**src/rtl/vga_timing_gen.sv**
```systemverilog
// vga_timing_gen: parametrised VGA raster timing generator.
// Counts pixels/lines in the pixel-clock domain and issues coordinates plus a
// request strobe to the pixel read path. Sync and blank are delayed by the
// read-path latency (PIPE_LAT) so they leave the chip aligned with the colour
// data that comes back for the same coordinate.
// Ports:
//   vgaClk      pixel clock, all logic on its rising edge
//   reset       synchronous, active-high
//   pixIn       {r,g,b} pixel data, valid PIPE_LAT clocks after its pixReq
//   x, y        current horizontal / vertical count
//   pixReq      combinational: current count is inside the visible area
//   frameStart  combinational: current count is (0,0)
//   hSync/vSync sync outputs, aligned to red/green/blue
//   syncB       composite sync to DAC, tied low
//   blankB      1 = active video, aligned to red/green/blue
//   red/green/blue colour outputs, forced to 0 while blanked
module vga_timing_gen #(
    parameter int unsigned H_ACTIVE = 640,
    parameter int unsigned H_FP     = 16,
    parameter int unsigned H_SYNC   = 96,
    parameter int unsigned H_BP     = 48,
    parameter int unsigned V_ACTIVE = 480,
    parameter int unsigned V_FP     = 10,
    parameter int unsigned V_SYNC   = 2,
    parameter int unsigned V_BP     = 33,
    parameter bit          HS_POL   = 1'b0,
    parameter bit          VS_POL   = 1'b0,
    parameter int unsigned COLOR_W  = 2,
    parameter int unsigned PIPE_LAT = 2,
    localparam int unsigned H_TOTAL = H_ACTIVE + H_FP + H_SYNC + H_BP,
    localparam int unsigned V_TOTAL = V_ACTIVE + V_FP + V_SYNC + V_BP,
    localparam int unsigned XW      = $clog2(H_TOTAL),
    localparam int unsigned YW      = $clog2(V_TOTAL),
    localparam int unsigned PW      = 3 * COLOR_W
) (
    input  logic               vgaClk,
    input  logic               reset,
    input  logic [PW-1:0]      pixIn,
    output logic [XW-1:0]      x,
    output logic [YW-1:0]      y,
    output logic               pixReq,
    output logic               frameStart,
    output logic               hSync,
    output logic               vSync,
    output logic               syncB,
    output logic               blankB,
    output logic [COLOR_W-1:0] red,
    output logic [COLOR_W-1:0] green,
    output logic [COLOR_W-1:0] blue
);

    localparam int unsigned HS_START = H_ACTIVE + H_FP;
    localparam int unsigned HS_END   = H_ACTIVE + H_FP + H_SYNC;
    localparam int unsigned VS_START = V_ACTIVE + V_FP;
    localparam int unsigned VS_END   = V_ACTIVE + V_FP + V_SYNC;

    // Inactive {hs, vs, act} used to flush the delay line on reset.
    localparam logic [2:0] IDLE = {~HS_POL, ~VS_POL, 1'b0};

    logic [XW-1:0] hcnt_q, hcnt_d;
    logic [YW-1:0] vcnt_q, vcnt_d;
    logic          h_wrap;
    logic          hs_c, vs_c, act_c;
    logic [2:0]    st0_c;
    logic [2:0]    dly_c;

    logic          hsync_q, vsync_q, blank_q;
    logic [PW-1:0] rgb_q;

    // Raster counters: vertical advances only on the horizontal wrap.
    always_comb begin
        h_wrap = (32'(hcnt_q) == H_TOTAL - 1);
        hcnt_d = h_wrap ? '0 : hcnt_q + XW'(1);
        vcnt_d = vcnt_q;
        if (h_wrap) begin
            vcnt_d = (32'(vcnt_q) == V_TOTAL - 1) ? '0 : vcnt_q + YW'(1);
        end
    end

    always_ff @(posedge vgaClk) begin
        if (reset) begin
            hcnt_q <= '0;
            vcnt_q <= '0;
        end else begin
            hcnt_q <= hcnt_d;
            vcnt_q <= vcnt_d;
        end
    end

    // Stage-0 timing decoded straight from the counters.
    always_comb begin
        act_c = (32'(hcnt_q) < H_ACTIVE) && (32'(vcnt_q) < V_ACTIVE);
        hs_c  = ((32'(hcnt_q) >= HS_START) && (32'(hcnt_q) < HS_END)) ? HS_POL : ~HS_POL;
        vs_c  = ((32'(vcnt_q) >= VS_START) && (32'(vcnt_q) < VS_END)) ? VS_POL : ~VS_POL;
        st0_c = {hs_c, vs_c, act_c};
    end

    // Delay line matching the read-path latency; collapses to a wire at 0.
    if (PIPE_LAT == 0) begin : g_nodly
        assign dly_c = st0_c;
    end else begin : g_dly
        logic [2:0] pipe_q [PIPE_LAT];

        always_ff @(posedge vgaClk) begin
            if (reset) begin
                for (int i = 0; i < PIPE_LAT; i++) begin
                    pipe_q[i] <= IDLE;
                end
            end else begin
                pipe_q[0] <= st0_c;
                for (int i = 1; i < PIPE_LAT; i++) begin
                    pipe_q[i] <= pipe_q[i-1];
                end
            end
        end

        assign dly_c = pipe_q[PIPE_LAT-1];
    end

    // Output register; colour is gated by the delayed active flag so blanked
    // pixels never reach the DAC regardless of what the read path returns.
    always_ff @(posedge vgaClk) begin
        if (reset) begin
            hsync_q <= ~HS_POL;
            vsync_q <= ~VS_POL;
            blank_q <= 1'b0;
            rgb_q   <= '0;
        end else begin
            hsync_q <= dly_c[2];
            vsync_q <= dly_c[1];
            blank_q <= dly_c[0];
            rgb_q   <= dly_c[0] ? pixIn : '0;
        end
    end

    assign x          = hcnt_q;
    assign y          = vcnt_q;
    assign pixReq     = act_c;
    assign frameStart = (hcnt_q == '0) && (vcnt_q == '0);
    assign hSync      = hsync_q;
    assign vSync      = vsync_q;
    assign syncB      = 1'b0;
    assign blankB     = blank_q;
    assign red        = rgb_q[3*COLOR_W-1:2*COLOR_W];
    assign green      = rgb_q[2*COLOR_W-1:COLOR_W];
    assign blue       = rgb_q[COLOR_W-1:0];

endmodule

```
**config.mk**
```make
export PLATFORM = sky130hd
export DESIGN_NAME = vga_timing_gen
export DESIGN_NICKNAME = d
export VERILOG_FILES = /design/src/rtl/vga_timing_gen.sv
export SDC_FILE = /design/constraint.sdc
export NUM_CORES = 1
export LEC_CHECK = 0
export ABC_AREA = 1
export BUFFER_PORTS_ARGS = -buffer_cell sky130_fd_sc_hd__buf_2
export CORE_ASPECT_RATIO = 1.75
export CORE_MARGIN = 1
export CORE_UTILIZATION = 47
export DETAILED_ROUTE_END_ITERATION = 8
export PLACE_DENSITY = 0.76
export SLEW_MARGIN = 20
export SYNTH_ARGS = -nofsm -noshare
export SYNTH_HDL_FRONTEND = slang
export SYNTH_SLANG_ARGS = --single-unit
```
**constraint.sdc**
```tcl
create_clock -name vgaClk -period 1.35 [get_ports vgaClk]
set_input_delay 0.135 -clock vgaClk [delete_from_list [all_inputs] [get_ports vgaClk]]
set_output_delay 0.135 -clock vgaClk [all_outputs]
set_load 0.02 [all_outputs]
```
==> results by group <==
Status
  • Run status: complete, but fails checks
  • Violations in the final reports: setup timing

Worst setup path
  • WP data arrival: 1.37 ns
  • Reg-to-reg critical path startpoint: x[0]
  • WS Path Type: register to primary output
  • Worst Setup End Kind: primary output
  • Worst setup startpoint: x[5]
  • Sort of element at the start of the critical path: register
  • Required time of the critical path: about 1.2 ns
  • Highest fanout seen on the critical path: 5

Synth
  • Synthesized Nets: 239
  • Flop and latch count out of synthesis: 35
  • Most used DFF post-synth: dfxtp_1
  • Gate count after technology mapping: 227
  • Synthesized area per cell: 7.160 sq um
  • Post-Synthesis Cell Area: 1625 sq um
  • Sequential area share after synthesis: 43.11%
  • Total number of yosys warnings: 0
  • Cell type contributing the most total cell area after synthesis: dfxtp_1
  • Count of flip-flops with a built-in enable after synthesis: 0
  • Fraction of registers with async set or reset after synthesis: 0%
  • Distinct cell type count after synthesis: 26
  • Cell types occupying the most area after synthesis: dfxtp_1, nand2_1, nor2_1
  • Most numerous cell in the Yosys netlist: nand2_1
  • Area share of the largest cell type after synthesis: 43.11%
  • Top cell types by occurrence after synthesis: nand2_1, nor2_1, dfxtp_1

Routing
  • Vias: 1,627
  • Wire length per cell: 11.99 um
  • Number of DRC markers after the initial detailed-route iteration: 46
  • Total Wirelength: around 4000 um
  • Number of search-and-repair iterations in the first detailed-routing pass: 4
  • Drt via density: around 5
  • Count of unresolved DRC violations after routing: 0
  • Remaining antenna violation count: 0

Clock tree
  • Insertion delay to the later sink of the worst-skew pair: 0.30 ns
  • Clock-pin slew reported for the worst setup and hold paths after clock tree synthesis: approximately 0.070 ns
  • Inserted Clock Buffers: 5
  • Max Root-Sink Buffers: 2
  • Clock tree from TritonCTS: done
  • H-tree levels: 2
  • CTS Root Cell: clkbuf_8
  • Hold-fix buffer count after cts: 0
  • Clk sink count: 35

Placed design
  • HPWL after detailed placement: about 2700 um
  • Final estimated routing congestion in global placement: 0.8638
  • Total cell area at the placement stage: 1914 sq um
  • Number of port buffers: 38

Finish
  • Fill cell instance count of the final layout: between 200 and 300
  • Number of antenna repair diodes: 0
  • Layout cell share with drive strength beyond 1: 42.91%
  • Area occupied by multi-input gates: 907.1 sq um
  • # nets final: 300
  • Sequential Area: 721.9 sq um
  • Final instance area: 2286 sq um
  • Synth-to-Final Area Change: 40.65%

Global route
  • Leftover overflow at the end of global routing: 0
  • Antenna violations before repair: 0
  • Met3 track demand over resource in global routing: slightly above 6%
  • Gr usage total: roughly a quarter
  • First-pass GRT wire length: 6182 um
  • Maximum number of pins on one net before global-route repair: 13
  • Met1 demand-to-capacity share in global routing: 22.19%
  • Vias in the first global route: 1,490
  • GRT met2 Usage: between 40% and 50%
  • Most heavily used metal layer in global routing: met2

Power and ir drop
  • Sequential fraction of design power: between 40% and 50%
  • Switching part of the total power: 23.31%
  • Power density over cell area: 950.8 nW/um^2
  • Switching power summed over all nets: 506.6 uW
  • Cell internal power dissipation: about 1.7 mW
  • Combinational share of power: between 7 and 8%
  • Worst voltage drop across the vdd grid: 0.0006770 V
  • Leakage power summed over all cells: 1.084 nW
  • Overall Power: 2.173 mW
  • Clock share of power: ~44%

Timing
  • Layout Skew: 0.005548 ns
  • Highest clock frequency the design can meet: 0.6623 GHz
  • Setup repair after global routing missed its margin: yes
  • Number of slew-limit violations in the final report: 0
  • Fin crit share: 111.8%
  • Finish-stage setup viols: 10
  • Number of hold-slack violations in the final timing report: 0
  • Setup ws final: -0.1599 ns
  • Post-layout min period: between 1.5 and 2 ns

Die
  • Core area: 3209 sq um
  • Initial Utilization: about half
  • Vert. Die Dim: 79.79 um
  • Ports placed on the boundary: 40
  • Row Count: 27
  • Total die area: 3706 sq um
  • Die W: approximately 46 um

Worst hold path
  • Hold crit path type: input port to register
  • Hold path startpoint: pixIn[2]

Flow run
  • Reported max-cap violation count: 0
## metrics by stage
stage	hold WS (ns)	instances	worst slack (ns)	util, %	TNS (ns)
2_1_floorplan	0.2472	227	0.01011	-	0
3_3_place_gp	0.3527	313	-0.0005594	59.65	-0.001027
3_5_place_dp	0.3535	313	-0.04731	59.65	-0.2893
4_1_cts	0.04463	329	-0.09771	68.58	-0.2391
5_1_grt	0.04652	332	-0.2340	71.23	-1.712
6_report	0.04360	332	-0.1599	71.23	-0.3407
## final timing paths
check | end | slack, ns | cells past startpoint
worst max-delay path | frameStart | -0.16 | 6
worst min-delay path | rgb_q[2] | 0.04 | 3
worst max register to register | y[3] | -0.04 | 10
worst min register to register | g_dly.pipe_q[0][3] | 0.41 | 2
## per-layer routing
layer  wire [um]  part of all wire [%]
met5           0                     0
met4         112                   2.8
met3         207                   5.2
met2        2138                    54
met1        1521                    38
## repair_timing
action / CTS / global route
buffers inserted: 8 / 3
endpoints found under the setup margin: 13 / 21
gates resized for setup: 36 / 18
pin swaps: 9 / 8
## power groups by stage
stage | sequential (mW) | clock (mW) | combinational (mW)
finish | 1.06 | 0.947 | 0.168
global route | 1.06 | 1.01 | 0.184
CTS | 1.06 | 0.953 | 0.158
detailed placement | 1.08 | 0 | 0.125
global placement | 1.08 | 0 | 0.122
floorplan | 1.10 | 0 | 0.0672
## flip-flops by register name, indices dropped and copies added, names as in the netlist
| name | cells |
|---|---|
| blankB | 1 |
| g_dly.pipe_q | 6 |
| rgb_q | 6 |
| x | 10 |
| y | 10 |
| vSync | 1 |
| hSync | 1 |
## cell families after synthesis
| kind of cell | after synthesis | share of synthesized area [%] |
|---|---|---|
| buf+inv | 37 | 8.776 |
| compound gates | 13 | 4.542 |
| other cells | 1 | 0.2307 |
| fa+ha+maj | 4 | 3.079 |
| xor+xnor | 3 | 1.617 |
| simple gates | 134 | 38.64 |
| flops | 35 | 43.11 |
## cell type report
| type | count | area share [%] |
|---|---|---|
| flip-flops and latches | 35 | 31.58 |
| well taps | 43 | 2.354 |
| inverters | 35 | 6.185 |
| clock buffers | 5 | 3.010 |
| clock inverters | 3 | 1.916 |
| repair buffers | 56 | 15.27 |
| multi-input cells | 155 | 39.68 |
## critical path: stages, from the launching register on
cell and delay [ns]:
dfxtp_1 0.36, nor2_2 0.17, nand2_1 0.12, nor2_2 0.12, nand2_1 0.07, nor2_1 0.09, buf_4 0.14
## layout by cell type, fill, tap and decap left out, types with 3 or more instances in the layout
master	count
ha_4	3
nor2_1	38
dfxtp_1	22
buf_2	36
o21ai_1	3
nor2_4	3
nor2_2	10
nand3_2	4
nand2_1	42
buf_6	5
nand2_2	6
clkbuf_8	5
a21oi_1	5
inv_1	27
inv_2	5
buf_4	15
dfxtp_2	11
xor2_1	3
or2_2	4
nand3_1	14
Note: power is estimated with default switching activity, not from simulation.
